**src/rtl/fifo_burst_reader_if.sv**
```systemverilog
// FIFO read-port and downstream stream signals of the burst reader, bundled as one port.
// The master modport is the reader; the slave modport is the FIFO plus the downstream sink.
interface fifo_burst_reader_if #(
    parameter int WIDTH = 8,
    parameter int PTR   = 4
);
    logic             fifo_rden;
    logic [WIDTH-1:0] fifo_dataout;
    logic             fifo_rdempty;
    logic [PTR:0]     fifo_rdusedw;
    logic [WIDTH-1:0] out_data;
    logic             out_valid;
    logic             out_ready;
    logic             out_sop;
    logic             out_eop;

    modport master (
        output fifo_rden,
        input  fifo_dataout,
        input  fifo_rdempty,
        input  fifo_rdusedw,
        output out_data,
        output out_valid,
        input  out_ready,
        output out_sop,
        output out_eop
    );

    modport slave (
        input  fifo_rden,
        output fifo_dataout,
        output fifo_rdempty,
        output fifo_rdusedw,
        input  out_data,
        input  out_valid,
        output out_ready,
        input  out_sop,
        input  out_eop
    );
endinterface

```
**src/rtl/fifo_burst_reader.sv**
```systemverilog
// Drains the async FIFO read side in bursts of up to BURST_LEN words, tagged with sop/eop.
// Latency: word leaves 2 cycles after its read request; backpressure: out_ready stalls the 2-entry skid, which throttles fifo_rden.
module fifo_burst_reader #(
    parameter int WIDTH     = 8,
    parameter int PTR       = 4,
    parameter int BURST_LEN = 8,
    parameter int TIMEOUT   = 32
) (
    input  logic                rdclk,
    input  logic                reset_,
    fifo_burst_reader_if.master bus,
    output logic [15:0]         burst_cnt,
    output logic                dbg
);
    localparam int TW = $clog2(TIMEOUT + 1);
    localparam int RW = PTR + 1;
    localparam int TO_LAST_I = TIMEOUT - 1;
    localparam logic [RW-1:0] BL      = BURST_LEN[RW-1:0];
    localparam logic [TW-1:0] TO_LAST = TO_LAST_I[TW-1:0];

    typedef enum logic [1:0] {IDLE, BURST, DRAIN} state_t;

    typedef struct packed {
        logic             sop;
        logic             eop;
        logic [WIDTH-1:0] dat;
    } entry_t;

    state_t        state, state_nxt;
    logic [TW-1:0] timer, timer_nxt;
    logic [RW-1:0] remaining, remaining_nxt;
    logic          first, first_nxt;
    logic [15:0]   burst_cnt_nxt;

    logic          inflight;
    logic          inflight_sop;
    logic          inflight_eop;
    entry_t        skid0, skid1;
    entry_t        in_entry;
    logic [1:0]    occ;
    logic [2:0]    fill;
    logic          pop;
    logic          rden;

    assign pop      = (occ != 2'd0) && bus.out_ready;
    // Entries that will be held after this edge if no new read is issued.
    assign fill     = {1'b0, occ} + {2'b00, inflight} - {2'b00, pop};
    assign in_entry = '{sop: inflight_sop, eop: inflight_eop, dat: bus.fifo_dataout};

    always_comb begin
        state_nxt     = state;
        timer_nxt     = timer;
        remaining_nxt = remaining;
        first_nxt     = first;
        burst_cnt_nxt = burst_cnt;
        rden          = 1'b0;
        case (state)
            IDLE: begin
                if (bus.fifo_rdusedw != '0) begin
                    if (bus.fifo_rdusedw >= BL || timer == TO_LAST) begin
                        state_nxt     = BURST;
                        remaining_nxt = (bus.fifo_rdusedw >= BL) ? BL : bus.fifo_rdusedw;
                        first_nxt     = 1'b1;
                        timer_nxt     = '0;
                    end else begin
                        timer_nxt = timer + TW'(1);
                    end
                end else begin
                    timer_nxt = '0;
                end
            end
            BURST: begin
                // An empty glitch only pauses the burst; remaining is held until data returns.
                rden = !bus.fifo_rdempty && (remaining != '0) && (fill < 3'd2);
                if (rden) begin
                    remaining_nxt = remaining - RW'(1);
                    first_nxt     = 1'b0;
                    if (remaining == RW'(1)) begin
                        state_nxt = DRAIN;
                    end
                end
            end
            DRAIN: begin
                if (!inflight && (occ == 2'd0 || (occ == 2'd1 && pop))) begin
                    state_nxt     = IDLE;
                    burst_cnt_nxt = burst_cnt + 16'd1;
                end
            end
            default: state_nxt = IDLE;
        endcase
    end

    always_ff @(posedge rdclk or negedge reset_) begin
        if (!reset_) begin
            state     <= IDLE;
            timer     <= '0;
            remaining <= '0;
            first     <= 1'b0;
            burst_cnt <= '0;
        end else begin
            state     <= state_nxt;
            timer     <= timer_nxt;
            remaining <= remaining_nxt;
            first     <= first_nxt;
            burst_cnt <= burst_cnt_nxt;
        end
    end

    always_ff @(posedge rdclk or negedge reset_) begin
        if (!reset_) begin
            inflight     <= 1'b0;
            inflight_sop <= 1'b0;
            inflight_eop <= 1'b0;
            skid0        <= '0;
            skid1        <= '0;
            occ          <= 2'd0;
        end else begin
            inflight     <= rden;
            inflight_sop <= rden & first;
            inflight_eop <= rden & (remaining == RW'(1));
            case ({inflight, pop})
                2'b10: begin
                    if (occ == 2'd0) begin
                        skid0 <= in_entry;
                    end else begin
                        skid1 <= in_entry;
                    end
                    occ <= occ + 2'd1;
                end
                2'b01: begin
                    skid0 <= skid1;
                    occ   <= occ - 2'd1;
                end
                2'b11: begin
                    // Push and pop together: occupancy unchanged, no bubble.
                    if (occ == 2'd2) begin
                        skid0 <= skid1;
                        skid1 <= in_entry;
                    end else begin
                        skid0 <= in_entry;
                    end
                end
                default: ;
            endcase
        end
    end

    assign bus.fifo_rden = rden;
    assign bus.out_valid = (occ != 2'd0);
    assign bus.out_data  = skid0.dat;
    assign bus.out_sop   = skid0.sop & (occ != 2'd0);
    assign bus.out_eop   = skid0.eop & (occ != 2'd0);
    assign dbg           = 1'b0;
endmodule

```
**src/flat_wrapper.sv**
```systemverilog
// flat-port wrapper written by rule: the top's interface ports become plain ports
module fifo_burst_reader_flat 
#(
    parameter int WIDTH     = 8,
    parameter int PTR       = 4,
    parameter int BURST_LEN = 8,
    parameter int TIMEOUT   = 32
)
  (rdclk, reset_, burst_cnt, dbg, bus_fifo_rden, bus_fifo_dataout, bus_fifo_rdempty, bus_fifo_rdusedw, bus_out_data, bus_out_valid, bus_out_ready, bus_out_sop, bus_out_eop);
  fifo_burst_reader_if #(.WIDTH(WIDTH), .PTR(PTR)) bus_i ();
  input  logic rdclk;
  input  logic reset_;
  output logic [15:0] burst_cnt;
  output logic dbg;
  output wire logic [$bits(bus_i.fifo_rden)-1:0] bus_fifo_rden;
  input wire logic [$bits(bus_i.fifo_dataout)-1:0] bus_fifo_dataout;
  input wire logic [$bits(bus_i.fifo_rdempty)-1:0] bus_fifo_rdempty;
  input wire logic [$bits(bus_i.fifo_rdusedw)-1:0] bus_fifo_rdusedw;
  output wire logic [$bits(bus_i.out_data)-1:0] bus_out_data;
  output wire logic [$bits(bus_i.out_valid)-1:0] bus_out_valid;
  input wire logic [$bits(bus_i.out_ready)-1:0] bus_out_ready;
  output wire logic [$bits(bus_i.out_sop)-1:0] bus_out_sop;
  output wire logic [$bits(bus_i.out_eop)-1:0] bus_out_eop;
  assign bus_fifo_rden = bus_i.fifo_rden;
  assign bus_i.fifo_dataout = bus_fifo_dataout;
  assign bus_i.fifo_rdempty = bus_fifo_rdempty;
  assign bus_i.fifo_rdusedw = bus_fifo_rdusedw;
  assign bus_out_data = bus_i.out_data;
  assign bus_out_valid = bus_i.out_valid;
  assign bus_i.out_ready = bus_out_ready;
  assign bus_out_sop = bus_i.out_sop;
  assign bus_out_eop = bus_i.out_eop;
  fifo_burst_reader #(.WIDTH(WIDTH), .PTR(PTR), .BURST_LEN(BURST_LEN), .TIMEOUT(TIMEOUT)) u_core (.rdclk(rdclk), .reset_(reset_), .bus(bus_i), .burst_cnt(burst_cnt), .dbg(dbg));
endmodule
```
**config.mk**
```make
export PLATFORM = sky130hd
export DESIGN_NAME = fifo_burst_reader_flat
export DESIGN_NICKNAME = d
export VERILOG_FILES = /design/src/rtl/fifo_burst_reader_if.sv /design/src/rtl/fifo_burst_reader.sv /design/src/flat_wrapper.sv
export SDC_FILE = /design/constraint.sdc
export NUM_CORES = 1
export LEC_CHECK = 0
export ABC_AREA = 1
export CORE_MARGIN = 1
export CORE_UTILIZATION = 58
export DETAILED_ROUTE_END_ITERATION = 8
export PLACE_DENSITY = 0.9
export SYNTH_ARGS = -nofsm -noshare
export SYNTH_HDL_FRONTEND = slang
export SYNTH_SLANG_ARGS = --single-unit
```
**constraint.sdc**
```tcl
create_clock -name rdclk -period 7 [get_ports rdclk]
set_clock_uncertainty 0.15 [all_clocks]
set_input_delay 1.4 -clock rdclk [delete_from_list [all_inputs] [get_ports rdclk]]
set_output_delay 1.4 -clock rdclk [all_outputs]
set_load 0.05 [all_outputs]
```
==> results of run 1 <==
registers in the layout, summed over array words and instances, names as in the netlist:
name	flops
u_core.skid0	2
u_core.timer	6
u_core.remaining	5
u_core.first	1
u_core.inflight_sop	1
u_core.burst_cnt	16
u_core.bus.out_data	8
u_core.occ	2
u_core.state	2
u_core.inflight	1
u_core.skid1	10
u_core.inflight_eop	1
synthesized netlist by cell type (all sizes together):
cell,instances
inv,55
xnor2,4
nor3,3
xor2,9
nor2,38
nand3,26
fa,1
buf,14
a21boi,1
nand2,121
clkbuf,2
dfrtp,55
a21oi,1
nand4,6
ha,10
nand3b,3
o211ai,10
o22ai,1
conb,1
o21ai,35
area by class of cell:
cell class              count  area (um^2)
clock buffers               7         76.3
well taps                  70         87.6
multi-input cells         270         1360
inverters                  55          206
fillers                   416         1510
flip-flops and latches     55         1380
repair buffers             46          450
clock inverters             1         5.00
through the flow:
stage          power (mW)  hold WS, ps
2_1_floorplan       0.953          292
3_3_place_gp         1.06          310
3_5_place_dp         1.09          312
4_1_cts              1.26          335
5_1_grt              1.36          364
6_report             1.25          335
report_power, final:
| part | switching, mW | internal (mW) |
|---|---|---|
| Combinational | 0.398 | 0.210 |
| Clock | 0.0955 | 0.0705 |
| Sequential | 0.0649 | 0.414 |
| Total | 0.558 | 0.695 |
path summary, 6_finish.rpt:
kind	startpoint	endpoint	slack, ps	cells past startpoint
worst max-delay path	bus_out_ready	bus_fifo_rden	1100	10
worst min register to register	u_core.first	u_core.first	340	2
worst min-delay path	u_core.first	u_core.first	340	2
worst max register to register	u_core.occ[0]	u_core.remaining[3]	4020	14
min in group asynchronous	reset_	u_core.bus.out_data[2]	1070	2
max in group asynchronous	reset_	u_core.burst_cnt[11]	5170	2
kinds of logic after synthesis:
kind of cell               after synthesis  share of synthesized area
other                                    1                    0.00123
buffers and inverters                   71                      0.103
AOI/OAI and AO/OA                       48                     0.0894
and+or+nand+nor                        197                      0.271
xor gates and xnor gates                13                     0.0373
adders and majority gates               11                     0.0476
DFF                                     55                      0.451
worst max-delay path, delay by kind of cell:
kind | cells | cell delay (ps)
and+or+nand+nor | 4 | 510
AOI/OAI and AO/OA | 1 | 180
buffers and inverters | 3 | 1430
adders and majority gates | 2 | 820
metal layers:
metal | vias up | GRT usage | wire, um
met5 | - | 0 | 0
met4 | 0 | 0.0860 | 74
met3 | 7 | 0.0366 | 250
met2 | 58 | 0.425 | 3110
met1 | 1198 | 0.283 | 2600
li1 | 1302 | - | -
==> run metrics, run 1 <==
Worst setup EP type output port; Least-Margin Pin Slew 1240 ps; wire per inst 12.0 um; flops & latches, synth 55; initial antenna violation count 0; Critical Path RT 5450 ps; nets 461; CP max FO 3; grt ovf 0; Mapped Cells 396; Peak Freq 0.169 GHz; longest individual stage delay on the worst path 850 ps; Post-Place Worst Slack 1120 ps; ANT cells 0; Finished Layout Cells 504; arrival time worst endpoint 4350 ps; placed cells 496; CTS Hold Bufs 0; IO Count 46; H-Tree Depth 2; postcts setup bufs 0; clk buf depth 2; final hold viol count 0; vias 2565; status complete, no violations; clock latency on the worst-skew pair 300 ps; initial core utilization 0.601; Resize count post-CTS 0; CTS tree built; post-DP HPWL 4430 um; Final Max Slew Viols 0; vias per inst 5.09; Cell Chain, Critical Path clkdlybuf4s50_1 > nand2_1 > ha_1 > inv_1 > nand2_1 > fa_1 > a21boi_0 > nand3_1 > nor2_1 > clkdlybuf4s50_1; Synth-to-Final Area Change 16.8%; Total GRT Usage 0.236; IO Port Bufs 44; drt pass-1 iters 4; vias in the first global route 2408; clk sinks 55; static leakage 1.78 nW; fraction of layout cells with a size suffix above 1 0.0346; core box area 5070 um^2; Rows 26; fin area 3560 um^2; share of Yosys cell area claimed by the top area cell type 0.451; final core occ 0.702; PnR worst setup slack 1100 ps; dpl cell area 3480 um^2; RSZ-0062 raised after global routing no; Total Wirelength 6040 um; total die area 5560 um^2; Max-slew headroom 0.170; Setup Viol. Count Final 0; most frequent cells in the layout nand2_1, inv_1, dfrtp_1; synth top area cells dfrtp_1, nand2_1, inv_1; Die W 74.5 um; IR drop worst, VDD 0.272 mV; most common cell after layout, fill and taps aside nand2_1; syn_area_per_cell 7.71 um^2; slowest stage cell, crit path clkdlybuf4s50_1; PD cells 351 nW/um^2; drt initial violations 172; CP Class in -> out; Die Ht 74.5 um; crit path launch type primary input; drc violations 0; Final TNS setup 0 ps; Inserted Clock Buffers 5; number of max-cap violations 0; syn_nets 424; worst hold path type reg -> reg; post-synth cell types 28; sequential share of the synthesized area 0.451; Worst-path clk slew 90 ps; first-pass GRT wire length 10100 um; final period utilization 0.843; Synthesis Warnings 0; root buffer cell clkbuf_8; post-route ant nets 0; mapped cell area 3050 um^2; Tmin final 5900 ps; largest area contributor in the netlist dfrtp_1; pin count of the biggest net entering global routing 56; Placer Congestion 0.880
Note: power is estimated with default switching activity, not from simulation.
==> run 2: changes to the inputs <==
CORE_UTILIZATION = 49   (was 58)
PLACE_DENSITY = 0.81   (was 0.9)
clock period = 5 ns   (was 7 ns; I/O delays follow)
==> run metrics, run 2 (synthesis results as in run 1) <==
most common cell after layout, fill and taps aside nand2_1; arrival time worst endpoint 3340 ps (-1010 ps); Final TNS setup 0 ps (unchanged); dpl cell area 3490 um^2 (+0.25%); Total GRT Usage 0.207 (-0.0288); CP max FO 3 (unchanged); IO Count 46 (unchanged); RSZ-0062 raised after global routing no; post-DP HPWL 4350 um (-1.9%); fraction of layout cells with a size suffix above 1 0.0393 (+0.00470); CTS Hold Bufs 0 (unchanged); number of flip-flops in the largest register 16 (unchanged); vias per inst 5.12 (+0.64%); Inserted Clock Buffers 5 (unchanged); Synth-to-Final Area Change 17.5%; Min Hold Slack 346 ps (+10.7 ps); Least-Margin Pin Slew 1260 ps (+22.9 ps); Worst setup EP type output port; most frequent cells in the layout nand2_1, inv_1, dfrtp_1; WL met2 3060 um (-1.7%); Top Metal Used met4; static leakage 1.78 nW (+0.15%); nets 460 (-0.22%); status complete, no violations; Tmin final 4490 ps; initial antenna violation count 0 (unchanged); clock latency on the worst-skew pair 320 ps (+20 ps); longest individual stage delay on the worst path 510 ps (-340 ps); PD cells 497 nW/um^2 (+42%); Cell Chain, Critical Path clkdlybuf4s50_1 > nand2_1 > ha_1 > inv_1 > nand2_1 > fa_1 > a21boi_0 > nand3_1 > nor2_1 > buf_12; Post-Route M1 WL 2600 um (+0.15%); Rows 28 (+7.7%); Worst-path clk slew 110 ps (+20 ps); critical path buffer and inverter count 3 (unchanged); ANT cells 0 (unchanged); crit path launch type primary input; drt initial violations 155 (-9.9%); total die area 6550 um^2 (+18%); met3 wire length 232 um (-7.2%); largest reg by FF count u_core.burst_cnt; IR drop worst, VDD 0.333 mV (+23%); number of max-cap violations 0 (unchanged); drt pass-1 iters 4 (unchanged); most frequent CP cell nand2_1; drc violations 0 (unchanged); root buffer cell clkbuf_8; core box area 5960 um^2 (+17%); grt ovf 0 (unchanged); Total Wirelength 6000 um (-0.63%); first-pass GRT wire length 10500 um (+4.7%); slowest stage cell, crit path clkdlybuf4s50_1; pin count of the biggest net entering global routing 56 (unchanged); Max-slew headroom 0.154 (-0.0154); Pwr Total 1.78 mW (+42%); Setup Viol. Count Final 0 (unchanged); Placer Congestion 0.871 (-1.0%); final core occ 0.602 (-0.100); Die W 80.9 um (+8.6%); H-Tree Depth 2 (unchanged); final period utilization 0.897; CTS tree built; initial core utilization 0.512 (-0.0889); wire per inst 11.8 um (-1.4%); post-route ant nets 0 (unchanged); Resize count post-CTS 0 (unchanged); CP Class in -> out; clk sinks 55 (unchanged); Largest delay share family, worst path adder cells; postcts setup bufs 0 (unchanged); IO Port Bufs 44 (unchanged); fin area 3590 um^2 (+0.60%); vias 2602 (+1.4%); clk buf depth 2 (unchanged); Die Ht 80.9 um (+8.6%); worst hold path type reg -> reg; vias in the first global route 2529 (+5.0%); final hold viol count 0 (unchanged); Final Max Slew Viols 0 (unchanged); Peak Freq 0.223 GHz; Critical Path RT 3850 ps (-1600 ps)
run 2: where the power goes:
part	switching [mW]	internal, mW	leakage (nW)	total [mW]
Combinational	0.555	0.301	1.02	0.856
Clock	0.159	0.103	0.0452	0.262
Sequential	0.0869	0.579	0.714	0.666
run 2: area by class of cell:
class / instances / area [um^2]
clock inverters: 3 / 25.0
well taps: 75 / 93.8
fillers: 550 / 2370
flip-flops and latches: 55 / 1380
inverters: 55 / 206
clock buffers: 5 / 68.8
repair buffers: 45 / 453
multi-input cells: 270 / 1360
run 2: worst min-delay path, stage by stage, from the launching register on:
cell     delay, ps
dfrtp_1        370
nand2_1         60
nand2_1         50
run 2: worst paths after layout:
check / start / endpoint / slack [ps] / depth (start not counted)
min: u_core.first / u_core.first / 350 / 2
max reg2reg: u_core.occ[0] / u_core.state[1] / 2040 / 13
min in group asynchronous: reset_ / u_core.bus.out_data[1] / 650 / 2
min reg2reg: u_core.first / u_core.first / 350 / 2
max: bus_out_ready / bus_fifo_rden / 510 / 10
max in group asynchronous: reset_ / u_core.remaining[0] / 3580 / 2
run 2: metal layers:
| layer | up-vias | global-route usage |
|---|---|---|
| li1 | 1306 | - |
| met1 | 1203 | 0.244 |
| met2 | 79 | 0.370 |
| met3 | 14 | 0.0371 |
| met4 | 0 | 0.0821 |
| met5 | - | 0 |
run 2: stage by stage:
stage / worst slack [ps] / instances
6_report: 514 / 508
5_1_grt: 273 / 508
4_1_cts: 509 / 508
3_5_place_dp: 533 / 500
3_3_place_gp: 568 / 500
2_1_floorplan: 911 / 396
==> run 3: changes to the inputs <==
CORE_UTILIZATION = 36   (was 49)
GPL_TIMING_DRIVEN = 0   (was default)
PLACE_DENSITY = 0.64   (was 0.81)
==> run metrics, run 3 (synthesis results as in run 1) <==
status complete, no violations; Least-Margin Pin Slew 509 ps (-751 ps); fraction of layout cells with a size suffix above 1 0.0668 (+0.0276); R2R cell count 14 (+1); drt pass-1 iters 4 (unchanged); Die W 94.1 um (+16%); sequential share of power 0.368 (-0.005); CP Class in -> out; vias per inst 4.67 (-8.9%); Rows 33 (+18%); hold depth 2 (unchanged); grt ovf 0 (unchanged); drt initial violations 96 (-38%); most common cell after layout, fill and taps aside nand2_1; number of max-cap violations 0 (unchanged); IO Port Bufs 44 (unchanged); Synth-to-Final Area Change 22.1%; Reg area 1380 um^2 (unchanged); clk buf depth 2 (unchanged); Die Ht 94.1 um (+16%); wire per inst 11.0 um (-6.5%); Net Sw Frac 0.443 (-0.00654); P_sw 803 uW (+0.13%); number of flip-flops in the largest register 16 (unchanged); ANT cells 0 (unchanged); Total Wirelength 6110 um (+2.0%); worst hold path type reg -> reg; R2R Setup Slk 2010 ps (-30 ps); arrival time worst endpoint 3670 ps (+330 ps); slowest stage cell, crit path dlygate4sd2_1; post-DP HPWL 4500 um (+3.6%); Total GRT Usage 0.155 (-0.0521); Tmin final 4820 ps (+335 ps); Final TNS setup 0 ps (unchanged); Gate power share 0.493 (+0.013); core box area 8220 um^2 (+38%); Peak Freq 0.207 GHz (-7.0%); post-route ant nets 0 (unchanged); IR drop worst, VDD 0.264 mV (-21%); most frequent CP cell nand2_1; vias 2586 (-0.61%); first-pass GRT wire length 10900 um (+3.6%); drc violations 0 (unchanged); most frequent cells in the layout nand2_1, inv_1, dfrtp_1; Clock Power Share 0.139 (-0.008); final core occ 0.453 (-0.149); IO Count 46 (unchanged); static leakage 1.86 nW (+4.2%); final hold viol count 0 (unchanged); RSZ-0062 raised after global routing no; clock latency on the worst-skew pair 310 ps (about the same); CTS Hold Bufs 0 (unchanged); Worst Hold Path EP u_core.first; Setup Viol. Count Final 0 (unchanged); RR Endpoint u_core.remaining[2]; Critical Path RT 3850 ps (about the same); Fill cells 833 (+51%); Max-slew headroom 0.659 (+0.505); initial core utilization 0.371 (-0.141); Final Max Slew Viols 0 (unchanged); vias in the first global route 2487 (-1.7%); pin count of the biggest net entering global routing 36 (-36%); total internal power 1.01 mW (+2.8%); final period utilization 0.964 (+0.0670); H-Tree Depth 2 (unchanged); longest individual stage delay on the worst path 560 ps (+50 ps); postcts setup bufs 0 (unchanged); root buffer cell clkbuf_8; PD cells 487 nW/um^2 (-2.2%); Worst setup EP type output port; initial antenna violation count 0 (unchanged); Min Hold Slack 334 ps (-12.1 ps); crit path launch type primary input; Inserted Clock Buffers 5 (unchanged); total die area 8850 um^2 (+35%); clk sinks 55 (unchanged); min-delay src u_core.first; reg2reg start u_core.occ[1]; nets 476 (+3.5%); Cell Chain, Critical Path clkdlybuf4s50_1 > nand2_1 > ha_1 > inv_1 > nand2_1 > fa_1 > a21boi_0 > nand3_1 > nor2_1 > dlygate4sd2_1; area of the multi-input gates 1360 um^2 (unchanged); Placer Congestion 0.851 (-2.3%); CP max FO 3 (unchanged); largest reg by FF count u_core.burst_cnt; CTS tree built; Worst-path clk slew 100 ps (about the same)
==> run 3: changes by cell type in the layout (fill, tap and decap cells not counted), sizes merged <==
| cell | change |
|---|---|
| buf | +13 |
| clkinvlp | -1 |
| clkbuf | +2 |
| dlygate4sd2 | +1 |
| clkinv | +2 |
| inv | -1 |
==> run 3: what timing repair did <==
| item | CTS | global route |
|---|---|---|
| resized for setup | 1 | 0 |
| endpoints found under the setup margin | 1 | 0 |
| endpoints found under the hold margin | 0 | 0 |
==> run 3: through the flow <==
step,power (mW),instance area (um^2),std cells,worst slack [ps]
detailed placement,1.58,3640,546,-112
CTS,1.83,3720,554,158
global route,1.98,3720,554,3.98
finish,1.81,3720,554,179
global placement,1.55,3620,545,-79.7
floorplan,1.33,3050,396,911
==> run 3: final cells by class <==
type,count,area share
Clock buffer,5,0.0185
Multi-Input combinational cell,270,0.366
Clock inverter,3,0.00504
Buffer,16,0.0286
Sequential cell,55,0.369
Tap cell,105,0.0353
Timing Repair Buffer,45,0.122
Inverter,55,0.0554
==> run 3: critical path, delay by kind of cell <==
family / cells / cell delay (ps)
buffers and inverters: 3 / 1150
AO/OA/AOI/OAI: 1 / 190
adder cells (fa/ha/maj): 2 / 830
AND/OR/NAND/NOR: 4 / 480
==> run 3: worst max-delay path by stage <==
| stage | start | cells past startpoint | endpoint |
|---|---|---|---|
| floorplan | bus_out_ready | 8 | bus_fifo_rden |
| global placement | bus_out_ready | 10 | bus_fifo_rden |
| detailed placement | bus_out_ready | 10 | bus_fifo_rden |
| CTS | bus_out_ready | 10 | bus_fifo_rden |
| global route | bus_out_ready | 10 | bus_fifo_rden |
| finish | bus_out_ready | 10 | bus_fifo_rden |
==> run 3: power by group through the flow <==
stage,clock network [mW],registers (mW),logic [mW]
final,0.252,0.667,0.894
after global routing,0.282,0.689,1.01
after CTS,0.262,0.667,0.902
after detailed placement,0,0.675,0.902
after global placement,0,0.671,0.879
after floorplan,0,0.658,0.677
==> run 3: layer usage <==
metal  GRT usage  share of wire  up-vias
met5           0              0        -
met4      0.0410          0.010        0
met3      0.0251          0.038        6
met2       0.261           0.47       54
met1       0.205           0.48     1181
li1            -              -     1345
